[src/rtl/cache_miss_ctrl_pkg.sv]
// rtl/cache_miss_ctrl_pkg.sv - shared types and constants for the data-cache miss controller
package cache_miss_ctrl_pkg;

  localparam int WAYS         = 4;
  localparam int SETS         = 16;
  localparam int INDEX_WIDTH  = 4;
  localparam int OFFSET_WIDTH = 5;
  localparam int TAG_WIDTH    = 32 - INDEX_WIDTH - OFFSET_WIDTH;

  localparam logic [OFFSET_WIDTH-1:0] LINE_OFFSET = '0;

  typedef enum logic [2:0] {
    IDLE,
    COMPARE,
    WRITEBACK,
    ALLOCATE,
    STALL
  } state_t;

  typedef struct packed {
    logic [TAG_WIDTH-1:0]    tag;
    logic [INDEX_WIDTH-1:0]  index;
    logic [OFFSET_WIDTH-1:0] offset;
  } addr_t;

  function automatic logic [31:0] line_addr(input logic [TAG_WIDTH-1:0]   tag,
                                            input logic [INDEX_WIDTH-1:0] index);
    return {tag, index, LINE_OFFSET};
  endfunction

endpackage

[src/rtl/cache_miss_ctrl_plru_tree4.sv]
// rtl/cache_miss_ctrl_plru_tree4.sv - 4-way tree pseudo-LRU victim select and update
module plru_tree4 (
  input  logic [2:0] plru_state,
  input  logic [1:0] access_way,
  output logic [1:0] victim,
  output logic [2:0] plru_next
);

  // bit 0 picks the half, bit 1 the way within {0,1}, bit 2 the way within {2,3}
  always_comb begin
    victim = plru_state[0] ? {1'b1, plru_state[2]} : {1'b0, plru_state[1]};
  end

  always_comb begin
    plru_next = plru_state;
    if (!access_way[1]) begin
      plru_next[0] = 1'b1;
      plru_next[1] = (access_way == 2'd0);
    end else begin
      plru_next[0] = 1'b0;
      plru_next[2] = (access_way == 2'd2);
    end
  end

endmodule

[src/rtl/cache_miss_ctrl.sv]
// rtl/cache_miss_ctrl.sv - control FSM for the 4-way data cache: compare, writeback, allocate
module cache_miss_ctrl
  import cache_miss_ctrl_pkg::*;
(
  input  logic                      clk,
  input  logic                      rst,
  input  logic [31:0]               ufp_addr,
  input  logic [3:0]                ufp_rmask,
  input  logic [3:0]                ufp_wmask,
  input  logic [WAYS*TAG_WIDTH-1:0] tag_rdata,
  input  logic [WAYS-1:0]           valid_rdata,
  input  logic [WAYS-1:0]           dirty_rdata,
  output logic [INDEX_WIDTH-1:0]    arr_index,
  output logic [WAYS-1:0]           arr_we,
  output logic                      arr_dirty_wdata,
  output logic                      fill_sel,
  output logic                      hit,
  output logic                      read,
  output logic                      write,
  output logic [1:0]                hit_way,
  output logic [31:0]               dfp_addr,
  output logic                      dfp_read,
  output logic                      dfp_write,
  input  logic                      dfp_resp
);

  state_t state_q, state_d;

  addr_t                  ufp_split;
  logic [OFFSET_WIDTH-1:0] unused_offset;
  logic                   req_valid;

  logic [TAG_WIDTH-1:0]   req_tag_q;
  logic [INDEX_WIDTH-1:0] req_index_q;
  logic [3:0]             rmask_q, wmask_q;
  logic [1:0]             victim_q;
  logic [TAG_WIDTH-1:0]   victim_tag_q;
  logic [2:0]             plru_q [SETS];

  logic [TAG_WIDTH-1:0]   tag_way [WAYS];
  logic [WAYS-1:0]        hit_vec;
  logic                   any_hit;
  logic [1:0]             hit_idx;
  logic [1:0]             first_invalid;
  logic                   all_valid;
  logic [1:0]             plru_victim;
  logic [2:0]             plru_next;
  logic [1:0]             miss_victim;
  logic                   victim_dirty;
  logic                   req_is_write;

  assign ufp_split     = ufp_addr;
  assign unused_offset = ufp_split.offset;
  assign req_valid     = |(ufp_rmask | ufp_wmask);
  assign req_is_write  = |wmask_q;

  always_comb begin
    for (int w = 0; w < WAYS; w++) begin
      tag_way[w] = tag_rdata[w*TAG_WIDTH +: TAG_WIDTH];
      hit_vec[w] = valid_rdata[w] && (tag_way[w] == req_tag_q);
    end
  end

  // Lowest-numbered match / invalid way wins; loops run high-to-low so the last write is lowest
  always_comb begin
    hit_idx       = 2'd0;
    first_invalid = 2'd0;
    for (int w = WAYS - 1; w >= 0; w--) begin
      if (hit_vec[w]) hit_idx = 2'(w);
      if (!valid_rdata[w]) first_invalid = 2'(w);
    end
  end

  assign any_hit      = |hit_vec;
  assign all_valid    = &valid_rdata;
  assign miss_victim  = all_valid ? plru_victim : first_invalid;
  assign victim_dirty = valid_rdata[miss_victim] && dirty_rdata[miss_victim];

  plru_tree4 u_plru (
    .plru_state (plru_q[req_index_q]),
    .access_way (hit_idx),
    .victim     (plru_victim),
    .plru_next  (plru_next)
  );

  always_ff @(posedge clk) begin
    if (rst) state_q <= IDLE;
    else     state_q <= state_d;
  end

  always_comb begin
    state_d = state_q;
    unique case (state_q)
      IDLE:      if (req_valid) state_d = COMPARE;
      COMPARE: begin
        if (any_hit)           state_d = IDLE;
        else if (victim_dirty) state_d = WRITEBACK;
        else                   state_d = ALLOCATE;
      end
      WRITEBACK: if (dfp_resp) state_d = ALLOCATE;
      ALLOCATE:  if (dfp_resp) state_d = STALL;
      STALL:     state_d = COMPARE;
      default:   state_d = IDLE;
    endcase
  end

  always_comb begin
    arr_index       = (state_q == IDLE) ? ufp_split.index : req_index_q;
    arr_we          = '0;
    arr_dirty_wdata = 1'b0;
    fill_sel        = 1'b0;
    hit             = 1'b0;
    read            = 1'b0;
    write           = 1'b0;
    hit_way         = 2'd0;
    dfp_addr        = '0;
    dfp_read        = 1'b0;
    dfp_write       = 1'b0;
    unique case (state_q)
      COMPARE: begin
        if (any_hit) begin
          hit     = 1'b1;
          hit_way = hit_idx;
          write   = req_is_write;
          read    = (|rmask_q) && !req_is_write;
          if (req_is_write) begin
            arr_we          = WAYS'(1) << hit_idx;
            arr_dirty_wdata = 1'b1;
          end
        end
      end
      WRITEBACK: begin
        dfp_write = 1'b1;
        dfp_addr  = line_addr(victim_tag_q, req_index_q);
      end
      ALLOCATE: begin
        dfp_read = 1'b1;
        dfp_addr = line_addr(req_tag_q, req_index_q);
        if (dfp_resp) begin
          arr_we   = WAYS'(1) << victim_q;
          fill_sel = 1'b1;
        end
      end
      default: ;
    endcase
  end

  // Request latch, victim capture and PLRU touch; fills are counted by the re-compare hit
  always_ff @(posedge clk) begin
    if (rst) begin
      req_tag_q    <= '0;
      req_index_q  <= '0;
      rmask_q      <= '0;
      wmask_q      <= '0;
      victim_q     <= '0;
      victim_tag_q <= '0;
      for (int s = 0; s < SETS; s++) plru_q[s] <= '0;
    end else begin
      if (state_q == IDLE && req_valid) begin
        req_tag_q   <= ufp_split.tag;
        req_index_q <= ufp_split.index;
        rmask_q     <= ufp_rmask;
        wmask_q     <= ufp_wmask;
      end
      if (state_q == COMPARE) begin
        if (any_hit) begin
          plru_q[req_index_q] <= plru_next;
        end else begin
          victim_q     <= miss_victim;
          victim_tag_q <= tag_way[miss_victim];
        end
      end
    end
  end

endmodule

[config.mk]
export PLATFORM = sky130hd
export DESIGN_NAME = cache_miss_ctrl
export DESIGN_NICKNAME = d
export VERILOG_FILES = /design/src/rtl/cache_miss_ctrl_pkg.sv /design/src/rtl/cache_miss_ctrl_plru_tree4.sv /design/src/rtl/cache_miss_ctrl.sv
export SDC_FILE = /design/constraint.sdc
export NUM_CORES = 1
export LEC_CHECK = 0
export CORE_MARGIN = 3
export CORE_UTILIZATION = 35
export CTS_BUF_LIST = sky130_fd_sc_hd__clkbuf_8
export CTS_CLUSTER_DIAMETER = 200
export CTS_CLUSTER_SIZE = 12
export DETAILED_ROUTE_END_ITERATION = 16
export GPL_ROUTABILITY_DRIVEN = 0
export PLACE_DENSITY = 0.68
export SLEW_MARGIN = 20
export SYNTH_ARGS = -nofsm -noshare
export SYNTH_HDL_FRONTEND = slang
export SYNTH_HIERARCHICAL = 1
export SYNTH_SLANG_ARGS = --single-unit
[constraint.sdc]
create_clock -name clk -period 4 [get_ports clk]
set_input_delay 0.6 -clock clk [delete_from_list [all_inputs] [get_ports clk]]
set_output_delay 0.6 -clock clk [all_outputs]
set_load 0.05 [all_outputs]
==> summary.md, run 1 <==
| Metric | Value |
|---|---|
| Area Growth Syn to Fin | 36.6% |
| Vias | 6347 |
| Clock buffer count from CTS | 17 |
| Initial antenna violation count | 1 |
| # Max-Cap Violations | 0 |
| CP max FO | 27 |
| GRT Resource Usage Total | 0.217 |
| Dpl cells | 1157 |
| Pin count of the biggest net entering global routing | 61 |
| Leakage power | 3.44 nW |
| Synth top area share | 0.205 |
| Sink Count | 115 |
| Kind of critical path | input pin to output port |
| Non-filler cells, final | 1190 |
| Post-Syn Instances | 750 |
| Total power | between 0.003 and 0.004 W |
| Syn Area/Cell | 9.38 um2 |
| Achievable frequency | 265 MHz |
| Reg2reg end | victim_tag_q[12]$_SDFFE_PP0P_ |
| Initial Util | 0.359 |
| R2R depth | 11 |
| Post-synth EDFFs | 48 |
| CP startpoint | tag_rdata[89] |
| Final net count | 1054 |
| CP Capture Type | output port |
| Critical Path Source Type | input pin |
| RSZ-0062 raised after global routing | false |
| PortBufs | 181 |
| Syn Std Cell Area | 7030 um2 |
| Die X | roughly 150 um |
| Status | complete, no violations |
| Post-CTS sizing | 0 |
| FF-to-FF setup slack | 0.61 ns |
| Max incr delay on CP | 0.47 ns |
| Crit-path cells | clkdlybuf4s50_1 -> xor2_1 -> nor4_1 -> nand4_1 -> or3_1 -> nor4bb_4 -> buf_4 -> nor3_2 -> buf_4 -> buf_12 |
| Core ar. | 19600 um2 |
| Clk buf depth | 2 |
| Prevailing post-synth register cell | dfxtp_1 |
| Die H | 148 um |
| CTS root buffer | clkbuf_8 |
| Pre-antenna DRT Iters | 5 |
| Top post-synthesis cells by area | edfxtp_1, dfxtp_1, mux4_2 |
| Post-CTS Setup Repair Bufs | 0 |
| CTS Hold Bufs | 0 |
| Warnings from Yosys | 6 |
| Peak supply drop | 0.175 mV |
| Vias per cell | 5.33 |
| Final setup skew | ~0.014 ns |
| Max-slew violation count | 0 |
| Hold_ws | between 0.4 and 0.5 ns |
| Hold Path Class | flop to flop |
| Clk Latency, worst-skew pair | between 0.4 and 0.5 ns |
| Share of post-route cells with drive strength above 1 | 0.144 |
| Synth top cells by count | nand2_1, nor2_1, dfxtp_1 |
| P per Cell Area | 380 nW/um2 |
| Drt drc | 0 |
| Total grt overflow | 0 |
| Routed wire length | between 20 and 25 mm |
| Share of synthesized registers carrying an async set or reset | 0 |
| Io pins | 192 |
| Fin crit period | about 3.8 ns |
| Number of global-route vias before repair | ~6.3k |
| Final period utilization | 0.942 |
| H-tree depth | 4 |
| Initial drt markers | 490 |
| Setup tns final | 0 ns |
| Final Setup Violations | 0 |
| Worst slew pin tran | 0.879 ns |
| Dpl hpwl | 18.3 mm |
| Hold Vio Cnt, Final | 0 |
| Sequential fraction of the synthesis area | 0.396 |
| Critical path destination | write |
| Worst slew margin | 0.414 |
| Row count | 51 |
| Yosys top cell by area | edfxtp_1 |
| Remaining antenna violation count | 0 |
| Die area | approximately 22000 um2 |
| Synthesis-stage register bit count | ~120 |
| Most used cell, CP | buf_4 |
| First-pass GRT wire length | 36.2 mm |
| Max stage delay cell, worst path | clkdlybuf4s50_1 |
| CP Data Required Time | 3.40 ns |
| Setup WS post-layout | 0.233 ns |
| Yosys cell types | 46 |
| Dpl ws | 0.183 ns |
| Clk pin slew, worst setup/hold paths | approximately 0.07 ns |
| CTS tree | built |
| Crit path DAT | 3.17 ns |
| Most numerous cell in the Yosys netlist | nand2_1 |
| DR WL/cell | ~20 um |
-- power by group --
group | switching [W] | leakage [nW] | internal [W]
Clock | 0.000508 | 0.205 | 0.000548
Sequential | 0.000155 | 1.05 | 0.00133
Combinational | 0.000612 | 2.19 | 0.000505
-- through the flow --
step	cell area, um2	utilization
2_1_floorplan	7050	-
3_3_place_gp	9220	0.471
3_5_place_dp	9220	0.471
4_1_cts	9600	0.490
5_1_grt	9610	0.490
6_report	9610	0.490
-- layer usage --
layer | vias up | GRT usage | wire, um | share of wire
met1 | 3003 | 0.276 | 9240 | 0.39
met5 | - | 0 | 0 | 0
met2 | 341 | 0.358 | 11600 | 0.49
met4 | 0 | 0.0708 | 730 | 0.031
met3 | 54 | 0.0616 | 2040 | 0.086
li1 | 2949 | - | - | -
-- cells in the final DEF (no fill, tap or decap), types with 2 or more instances in the layout --
cell type / n
a21oi_1: 61
nor3_1: 4
inv_1: 11
clkbuf_8: 17
dfxtp_1: 66
o41ai_1: 4
nor4_1: 18
nor3_2: 2
nand3_1: 28
mux2_2: 4
clkinv_4: 4
conb_1: 5
and2_1: 9
buf_12: 11
o21ai_0: 41
nor2_2: 10
nand4_1: 15
clkdlybuf4s50_1: 170
nand2_1: 98
mux4_2: 38
mux2i_1: 24
nor2b_1: 3
bufinv_16: 2
inv_6: 2
edfxtp_1: 48
xnor2_1: 38
or3_1: 2
buf_4: 34
nor2_1: 76
xor2_1: 55
clkinv_2: 2
-- final cells by class --
type	instances	area (um2)
Fill cell	1817	9980
Multi-Input combinational cell	554	3900
Sequential cell	115	2780
Timing Repair Buffer	216	2180
Tap cell	265	332
Clock buffer	17	234
Clock inverter	15	145
Inverter	7	26.3
Antenna cell	1	2.50
-- state kept, by name (all words and copies together) (netlist names), named ones only --
register,flops
rmask_q,4
victim_tag_q,23
state_q,3
victim_q,2
req_tag_q,23
plru_q,48
wmask_q,4
req_index_q,4
-- worst max-delay path, delay by kind of cell --
family / cells / cell delay [ns]
xor+xnor: 1 / 0.18
simple gates: 5 / 1.33
buf+inv: 4 / 1.04
-- logic make-up (layout without fill, tap and decap cells) --
| kind of cell | after synthesis | in the layout | share of synthesized area |
|---|---|---|---|
| compound gates | 116 | 116 | 0.0893 |
| xor+xnor | 93 | 93 | 0.116 |
| buf+inv | 85 | 255 | 0.0566 |
| flops | 115 | 115 | 0.396 |
| mux | 67 | 67 | 0.164 |
| other cells | 1 | 6 | 0.000533 |
| simple gates | 273 | 273 | 0.178 |
-- how the worst min path moves through the flow --
stage,cells past startpoint,startpoint,end
floorplan,2,wmask_q[3]$_SDFFE_PP0P_,wmask_q[3]$_SDFFE_PP0P_
global placement,2,rmask_q[2]$_SDFFE_PP0P_,rmask_q[2]$_SDFFE_PP0P_
detailed placement,2,rmask_q[3]$_SDFFE_PP0P_,rmask_q[3]$_SDFFE_PP0P_
CTS,2,rst,req_index_q[0]$_SDFFE_PP0P_
global route,2,wmask_q[0]$_SDFFE_PP0P_,wmask_q[0]$_SDFFE_PP0P_
finish,2,rmask_q[3]$_SDFFE_PP0P_,rmask_q[3]$_SDFFE_PP0P_
(Power assumes the default switching activity.)
==> run 2: changes to the inputs <==
- SLEW_MARGIN: 20 -> 0
==> results of run 2 <==
The final DEF is identical to that of run 1; final timing and power are the same.
==> run 3: changes to the inputs <==
- CORE_UTILIZATION: 35 -> 29
- PLACE_DENSITY: 0.68 -> 0.6
==> summary.md, run 3 (same netlist as run 1, synthesis figures left out) <==
| Metric | Value |
|---|---|
| Remaining antenna violation count | 0 (unchanged) |
| Peak supply drop | 0.216 mV (+23%) |
| Post-CTS Setup Repair Bufs | 0 (unchanged) |
| PortBufs | 181 (unchanged) |
| Worst slew margin | 0.401 (-0.0135) |
| GRT Resource Usage Total | 0.187 (-0.0304) |
| Max incr delay on CP | 0.50 ns (+0.03 ns) |
| Final Setup Violations | 0 (unchanged) |
| Fin crit period | 3.76 ns (-0.00296 ns) |
| Worst slew pin tran | 0.899 ns (+0.0202 ns) |
| Largest registers | plru_q: 48 flops, req_tag_q: 23 flops, victim_tag_q: 23 flops |
| Total grt overflow | 0 (unchanged) |
| Crit-path cells | clkdlybuf4s50_1 -> xor2_1 -> nor4_1 -> nand4_1 -> or3_1 -> a211oi_1 -> buf_4 -> nand3_1 -> nand2_1 -> buf_12 |
| Dpl hpwl | 18.9 mm (+2.9%) |
| Area Growth Syn to Fin | 37.4% |
| Max stage delay cell, worst path | clkdlybuf4s50_1 |
| Final net count | 1052 (-0.19%) |
| Sink Count | 115 (unchanged) |
| Vias per cell | 5.11 (-4.2%) |
| CP Data Required Time | 3.40 ns (about the same) |
| H-tree depth | 4 (unchanged) |
| Row count | 56 (+9.8%) |
| CTS tree | built |
| Share of post-route cells with drive strength above 1 | 0.145 (+0.00140) |
| RSZ-0062 raised after global routing | false |
| CP max FO | 6 (-78%) |
| DR WL/cell | 19.8 um (about the same) |
| Routed wire length | 24.6 mm (+4.3%) |
| Final setup skew | 0.0169 ns (+0.00329 ns) |
| Initial Util | 0.297 (-0.0620) |
| Achievable frequency | 266 MHz (about the same) |
| CTS root buffer | clkbuf_8 |
| Initial drt markers | 577 (+18%) |
| Post-Route Utilization | 0.408 (-0.0824) |
| Number of global-route vias before repair | 6437 (+2.5%) |
| # Max-Cap Violations | 0 (unchanged) |
| Number of flip-flops in the largest register | 48 (unchanged) |
| Clk buf depth | 2 (unchanged) |
| Hold Vio Cnt, Final | 0 (unchanged) |
| Post-CTS sizing | 0 (unchanged) |
| Leakage power | 3.42 nW (-0.65%) |
| Die H | 162 um (+9.5%) |
| P per Cell Area | 382 nW/um2 (+0.57%) |
| WP buf/inv | 3 (-1) |
| Clk pin slew, worst setup/hold paths | 0.08 ns (about the same) |
| Max-slew violation count | 0 (unchanged) |
| Die X | 162 um (+9.5%) |
| CP startpoint | tag_rdata[76] |
| Leading cell type in the layout, fill and taps excluded | clkdlybuf4s50_1 |
| Initial antenna violation count | 1 (unchanged) |
| Clock buffer count from CTS | 17 (unchanged) |
| Pre-antenna DRT Iters | 5 (unchanged) |
| Crit path DAT | 3.16 ns (about the same) |
| First-pass GRT wire length | 37.2 mm (+2.7%) |
| Setup tns final | 0 ns (unchanged) |
| Diode count | 0 (-1) |
| Biggest register | plru_q |
| Io pins | 192 (unchanged) |
| Hold Crit Start | rst |
| Kind of critical path | input pin to output port |
| Vias | 6341 (-0.095%) |
| CTS Hold Bufs | 0 (unchanged) |
| Clk Latency, worst-skew pair | 0.45 ns (about the same) |
| Crit path max-delay family | simple AND/OR/NAND/NOR gates |
| Hold Path Class | input pin to flop |
| Hold_ws | 0.451 ns (-0.00763 ns) |
| Critical Path Source Type | input pin |
| Pin count of the biggest net entering global routing | 62 (+1.6%) |
| Status | complete, no violations |
| Final period utilization | 0.941 (about the same) |
| Most frequent cells in the layout | clkdlybuf4s50_1, nand2_1, nor2_1 |
| Core ar. | 23700 um2 (+21%) |
| Die area | 26200 um2 (+20%) |
| Drt drc | 0 (unchanged) |
| CP Capture Type | output port |
run 3: cell type report:
| cell class | count | area (um2) |
|---|---|---|
| Fill cell | 2435 | 14000 |
| Multi-Input combinational cell | 554 | 3890 |
| Sequential cell | 115 | 2780 |
| Timing Repair Buffer | 214 | 2170 |
| Tap cell | 319 | 399 |
| Clock buffer | 18 | 248 |
| Clock inverter | 14 | 143 |
| Inverter | 7 | 26.3 |
run 3: worst reg2reg max path: cells and delay by family, from the launching register on:
family                 cells  cell delay, ns
AOI/OAI and AO/OA          2            0.15
buffers and inverters      2            0.48
DFF                        1            0.31
muxes                      4            1.81
and+or+nand+nor            3            0.46
run 3: through the flow:
stage	instances	total power, W	setup slack [ns]	area (um2)
after floorplan	754	0.00218	0.382	7050
after global placement	1209	0.00262	0.223	9270
after detailed placement	1209	0.00263	0.240	9270
after CTS	1241	0.00371	0.254	9660
after global routing	1241	0.00386	0.0602	9660
final	1241	0.00369	0.236	9660
run 3: power breakdown:
group / total, W / switching, W / internal [W]
registers: 0.00147 / 0.000142 / 0.00132
logic: 0.00114 / 0.000636 / 0.000505
clock network: 0.00109 / 0.000561 / 0.000526
run 3: worst paths after layout:
path	endpoint	slack (ns)	cells past startpoint
max	arr_we[3]	0.24	10
min	flop	0.45	2
max reg2reg	victim_tag_q[19]$_SDFFE_PP0P_	0.64	11
min reg2reg	wmask_q[2]$_SDFFE_PP0P_	0.46	2
run 3: per-layer routing:
layer	part of all wire	wire [um]	global-route usage	up-vias
met5	0.00041	10	0	-
met4	0.022	542	0.0566	2
met3	0.073	1800	0.0426	38
met2	0.50	12200	0.320	294
li1	-	-	-	2945
met1	0.41	10000	0.236	3062
